`config.mk`:
```
export PLATFORM = sky130hd
export DESIGN_NAME = fifo_wr_arbiter
export DESIGN_NICKNAME = d
export VERILOG_FILES = /design/src/rtl/fifo_arb_pkg.sv /design/src/rtl/fifo_arb_rr_pick.sv /design/src/rtl/fifo_wr_arbiter.sv
export SDC_FILE = /design/constraint.sdc
export NUM_CORES = 1
export LEC_CHECK = 0
export ABC_CLOCK_PERIOD_IN_PS = 1690
export BUFFER_PORTS_ARGS = -buffer_cell sky130_fd_sc_hd__buf_2
export CAP_MARGIN = 10
export CORE_MARGIN = 2
export CORE_UTILIZATION = 35
export CTS_BUF_LIST = sky130_fd_sc_hd__clkbuf_2
export CTS_CLUSTER_SIZE = 8
export DETAILED_ROUTE_END_ITERATION = 6
export GPL_TIMING_DRIVEN = 0
export PLACE_DENSITY = 0.7
export SLEW_MARGIN = 20
export SYNTH_ARGS = -nofsm -noshare
export SYNTH_HDL_FRONTEND = slang
export SYNTH_SLANG_ARGS = --single-unit
export TNS_END_PERCENT = 50
```
`constraint.sdc`:
```
create_clock -name clk -period 1.69 [get_ports clk]
set_clock_uncertainty 0.05 [all_clocks]
set_input_delay 0.2535 -clock clk [delete_from_list [all_inputs] [get_ports clk]]
set_output_delay 0.2535 -clock clk [all_outputs]
set_load 0.02 [all_outputs]
```
`src/rtl/fifo_arb_pkg.sv`:
```
// Shared types and constants for the fifo write-port arbiter.
package fifo_arb_pkg;

  typedef enum logic [0:0] {
    ST_IDLE = 1'b0,
    ST_BUSY = 1'b1
  } arb_state_e;

  // Burst/packet beat counter width; saturates rather than wrapping.
  localparam int BEAT_CNT_W = 16;

  // Width of a producer index; never narrower than one bit.
  function automatic int id_w(input int n);
    return (n > 1) ? $clog2(n) : 1;
  endfunction

endpackage

```
`src/rtl/fifo_arb_rr_pick.sv`:
```
// Rotating-priority encoder: first set request strictly after last_gnt,
// wrapping modulo NUM_REQ. last_gnt itself has the lowest priority.
module fifo_arb_rr_pick #(
  parameter int NUM_REQ = 4,
  parameter int ID_W    = 2
) (
  input  logic [NUM_REQ-1:0] req,
  input  logic [ID_W-1:0]    last_gnt,
  output logic [ID_W-1:0]    pick,
  output logic               any
);

  // Scan from farthest to nearest so the nearest valid request wins.
  always_comb begin
    int idx;
    logic [ID_W-1:0] idx_c;
    pick  = last_gnt;
    any   = 1'b0;
    idx   = 0;
    idx_c = '0;
    for (int k = NUM_REQ; k >= 1; k--) begin
      idx   = (int'(last_gnt) + k) % NUM_REQ;
      idx_c = ID_W'(idx);
      if (req[idx_c]) begin
        pick = idx_c;
        any  = 1'b1;
      end
    end
  end

endmodule

```
`src/rtl/fifo_wr_arbiter.sv`:
```
// Round-robin arbiter sharing one fifo write port among NUM_REQ producers.
// Burst-limited grants, fill-level throttle, registered write stage.
// Optional build macro FIFO_ARB_PKT_LOCK_EN: hold the grant until a beat
// flagged req_last is accepted (burst limit and idle release disabled).
module fifo_wr_arbiter
  import fifo_arb_pkg::*;
#(
  parameter int NUM_REQ    = 4,
  parameter int DATA_WIDTH = 16,
  parameter int ADDR_BITS  = 10,
  parameter int HIGH_WATER = 1020,
  parameter int MAX_BURST  = 8,
  localparam int ID_W      = id_w(NUM_REQ)
) (
  input  logic                          clk,
  input  logic                          rst,
  input  logic                          en,
  input  logic [NUM_REQ-1:0]            req_valid,
  input  logic [NUM_REQ*DATA_WIDTH-1:0] req_data,
  input  logic [NUM_REQ-1:0]            req_last,
  output logic [NUM_REQ-1:0]            req_ready,
  output logic                          fifo_wrreq,
  output logic [DATA_WIDTH-1:0]         fifo_data,
  input  logic                          fifo_full,
  input  logic [ADDR_BITS-1:0]          fifo_usedw,
  output logic [ID_W-1:0]               grant_id,
  output logic                          busy
);

  arb_state_e                         state_q, state_d;
  logic [ID_W-1:0]                    last_gnt_q;
  logic [ID_W-1:0]                    pick;
  logic                               any_req;
  logic [BEAT_CNT_W-1:0]              beat_cnt_q;
  logic [NUM_REQ-1:0][DATA_WIDTH-1:0] data_a;
  logic                               can_wr;
  logic                               accept;
  logic                               release_gnt;
  logic                               new_grant;

  assign data_a = req_data;

  // Throttle leaves one slot of headroom for the write already in the register.
  assign can_wr    = en & ~fifo_full & (int'(fifo_usedw) < HIGH_WATER);
  assign accept    = (state_q == ST_BUSY) & req_valid[grant_id] & can_wr;
  assign new_grant = (state_q == ST_IDLE) & (state_d == ST_BUSY);

  fifo_arb_rr_pick #(
    .NUM_REQ (NUM_REQ),
    .ID_W    (ID_W)
  ) u_pick (
    .req      (req_valid),
    .last_gnt (last_gnt_q),
    .pick     (pick),
    .any      (any_req)
  );

`ifdef FIFO_ARB_PKT_LOCK_EN
  // Grant ends only on the accepted last beat of a packet.
  assign release_gnt = accept & req_last[grant_id];
`else
  // Grant ends on the final beat of a burst, or when the owner goes idle
  // (idle release is masked while disabled so a paused system keeps its grant).
  assign release_gnt = (accept & (beat_cnt_q == BEAT_CNT_W'(MAX_BURST - 1)))
                     | (en & ~req_valid[grant_id]);
  logic unused_last;
  assign unused_last = ^req_last;
`endif

  // State register.
  always_ff @(posedge clk) begin
    if (rst) state_q <= ST_IDLE;
    else     state_q <= state_d;
  end

  // Next-state: grant from IDLE when enabled, release from BUSY.
  always_comb begin
    state_d = state_q;
    case (state_q)
      ST_IDLE: if (en & any_req) state_d = ST_BUSY;
      ST_BUSY: if (release_gnt)  state_d = ST_IDLE;
      default: state_d = ST_IDLE;
    endcase
  end

  // Output decode: only the granted producer may see ready, and only when writable.
  always_comb begin
    req_ready = '0;
    busy      = (state_q == ST_BUSY);
    if ((state_q == ST_BUSY) && can_wr) req_ready[grant_id] = 1'b1;
  end

  // Grant bookkeeping: latch the pick, count accepted beats (saturating).
  always_ff @(posedge clk) begin
    if (rst) begin
      grant_id   <= '0;
      last_gnt_q <= ID_W'(NUM_REQ - 1);
      beat_cnt_q <= '0;
    end else if (new_grant) begin
      grant_id   <= pick;
      last_gnt_q <= pick;
      beat_cnt_q <= '0;
    end else if (accept && (beat_cnt_q != '1)) begin
      beat_cnt_q <= beat_cnt_q + 1'b1;
    end
  end

  // Registered write stage; data holds between writes.
  always_ff @(posedge clk) begin
    if (rst) begin
      fifo_wrreq <= 1'b0;
      fifo_data  <= '0;
    end else begin
      fifo_wrreq <= accept;
      if (accept) fifo_data <= data_a[grant_id];
    end
  end

endmodule

```
==> results by group <==
Power and ir drop
  • Lkg Pwr: about 1.4 nW
  • Total power: between 2 and 2.5 mW
  • PD cells: 604.2 mW/mm2
  • VDD IR max: approximately 340 uV

Clock network
  • Bufs on Longest Clock Path: 2
  • Root Buffer: clkbuf_2
  • Clock slew at reported path FFs: about 200 ps
  • TritonCTS Sinks: 38
  • Total CTS buffers: 5
  • Later-pin clock latency in the skew report: around 400 ps
  • CTS tree: built
  • H-tree Lvls: 2
  • # hold bufs at CTS: 0

Worst hold path
  • Worst hold path class: primary input to flop
  • Worst Hold Depth: 3
  • Hold Path Sink: last_gnt_q[0]
  • Hold Path Origin: rst

Die
  • Chip Width: 86.40 um
  • Chip height: about 86 um
  • Die area: approximately 0.0075 mm2
  • Rows: 30
  • # IOs: 110
  • CORE AREA: between 0.006 and 0.007 mm2
  • Initial Util: 0.3556

Route
  • Routed wire per std cell: about 16 um
  • Via count: between 2k and 3k
  • Final WL: 7.386 mm
  • Pre-Repair DR Iteration Count: 4
  • DRC: 0
  • Vias per inst: about 5.6
  • Antenna-violating nets left: 0
  • Drt initial violations: between 200 and 300

Critical path
  • CP required: 1970 ps
  • Worst R2R Path Depth: 6
  • Critical path class: flop to flop
  • RR Endpoint: beat_cnt_q[9]
  • CP Cell Sequence: mux4_2, o211ai_4, buf_8, clkbuf_16, o31ai_1, a21oi_1
  • Crit path DAT: 2110 ps
  • Slowest CP cell: mux4_2
  • Worst setup EP type: flop
  • Worst-path fanout max: 7
  • Startpoint Class: flop
  • Largest stage delay, worst path: 580 ps
  • Register-to-register path setup slack: -130 ps
  • Worst R2R Start: grant_id[0]

Placement
  • DP Wirelength: slightly above 5 mm
  • Pre-CTS setup slack: -290.8 ps
  • Placed Cells: approximately 440
  • Placed inst area: 0.003019 mm2
  • Routability Congestion: 0.8385
  • Port Buffers: ~100

STA
  • Min cycle time layout: around 1800 ps
  • Post-Route Setup TNS: -2360 ps
  • Max_slew headroom: 0.5453
  • Period utilization: 1.078
  • Fmax: 548.9 MHz
  • Worst-margin pin slew: around 700 ps
  • Final setup vio count: 37
  • Setup WS post-layout: -132.0 ps
  • RSZ-0062 raised after global routing: true
  • Final hold violations: 0
  • WHS: roughly 130 ps
  • Slew Viols, Final: 0

Synth
  • Synthesized area: about 0.0024 mm2
  • Yosys reg bits: 38
  • Syn Nets: between 300 and 400
  • Top FF cell, synth: dfxtp_1
  • Top cells by area, synth: dfxtp_1 (32%), mux4_2 (16%), nand2_1 (6.3%)
  • FFs w/ async S/R, synth: 0
  • Register area share after synthesis: 0.3202
  • Synth Warn #: 0
  • Post-synth EDFFs: 0
  • Post-synth cell types: 52
  • Yosys top cell area share: 0.3202
  • Avg Inst Size Synth: slightly above 9 um2
  • Largest area contributor in the netlist: dfxtp_1
  • Mapped Cells: 255

Global route
  • GRT overflow: 0
  • Global Route Usage Sum: 0.1807
  • First-pass GRT wire length: between 10 and 15 mm
  • Pin count of the biggest net entering global routing: 13
  • Initial antenna violation count: 0
  • Vias in the first global route: approximately 2.3k

Layout
  • Area taken by multi-input logic gates: about 0.0016 mm2
  • Area grow syn2layout: 47.50%
  • Design area: 0.003505 mm2
  • Most frequent cells in the layout: buf_2 (101), nand2_1 (38), a21oi_1 (24)
  • Number of fill cells: 590
  • Post-Route Utilization: 0.5245
  • Commonest non-fill, non-tap cell in the layout: buf_2
  • Share of cells above drive strength 1: 0.5462
  • N_diodes: 0
  • Seq. cell area: between 800 and 900 um2
  • Fin nets: 465
  • Final non-filler cell total: roughly 460

Flow run
  • Max Cap Viol: 0

Outcome
  • Status: finished, violations left
  • Violated checks: setup timing
sequential cells by signal, indices dropped and copies added, names as in the netlist:
| signal | flops |
|---|---|
| fifo_wrreq | 1 |
| busy | 1 |
| grant_id | 2 |
| last_gnt_q | 2 |
| fifo_data | 16 |
| beat_cnt_q | 16 |
critical path, delay by kind of cell, from the launching register on:
family	cells	cell delay, ps
buffers and inverters	2	360
AO/OA/AOI/OAI	3	370
multiplexers	1	580
flip-flops	1	420
layer usage:
| layer | vias to the layer above | track usage | part of all wire |
|---|---|---|---|
| met1 | 1232 | 0.2340 | 0.42 |
| li1 | 1243 | - | - |
| met2 | 109 | 0.3021 | 0.50 |
| met4 | 0 | 0.06108 | 0.012 |
| met5 | - | 0 | 0 |
| met3 | 8 | 0.03524 | 0.061 |
cells in the mapped netlist (all sizes together) (2+ instances only):
cell     instances
nand2           40
dfxtp           38
a21oi           30
mux4            17
or4             11
clkbuf          10
nand4            9
o31ai            9
buf              8
inv              8
nand3            8
nor4             8
o21ai            6
nor3             5
and3             4
nand2b           4
and3b            3
o2111ai          3
a31oi            2
and2             2
and4             2
nor2             2
nor2b            2
nor3b            2
o211ai           2
o21a             2
o31a             2
o41ai            2
or3              2
power by group:
group          internal [mW]  switching (mW)  total, mW
Clock                  0.394           0.320      0.714
Combinational          0.263           0.217      0.480
Sequential             0.906          0.0174      0.923
worst max-delay path by stage:
stage                       start  slack (ps)             to  cells after the start
floorplan                    busy         -50   req_ready[0]                      3
global placement    beat_cnt_q[0]        -230  beat_cnt_q[8]                      7
detailed placement  beat_cnt_q[0]        -290  beat_cnt_q[8]                      7
CTS                   grant_id[0]        -130           busy                      6
global route          grant_id[0]        -180           busy                      6
finish                grant_id[0]        -130  beat_cnt_q[9]                      6
layout make-up:
| class | count | share of cell area |
|---|---|---|
| Buffer | 16 | 0.04748 |
| Multi-Input combinational cell | 191 | 0.4677 |
| Inverter | 8 | 0.008568 |
| Clock buffer | 5 | 0.007140 |
| Sequential cell | 38 | 0.2296 |
| Clock inverter | 3 | 0.01821 |
| Tap cell | 80 | 0.02856 |
| Timing Repair Buffer | 118 | 0.1928 |
logic make-up after synthesis:
group / synth area share
muxes: 0.1654
adders and majority gates: 0.005265
DFF: 0.3202
AOI/OAI and AO/OA: 0.1970
buffers and inverters: 0.05739
and+or+nand+nor: 0.2549
what timing repair did:
item | in CTS | in global routing
buffers inserted | 4 | 8
cloned | 1 | 2
endpoints found under the setup margin | 39 | 39
pin swaps | 15 | 29
gates resized for setup | 36 | 46
Power figures use the tool's default switching activity.
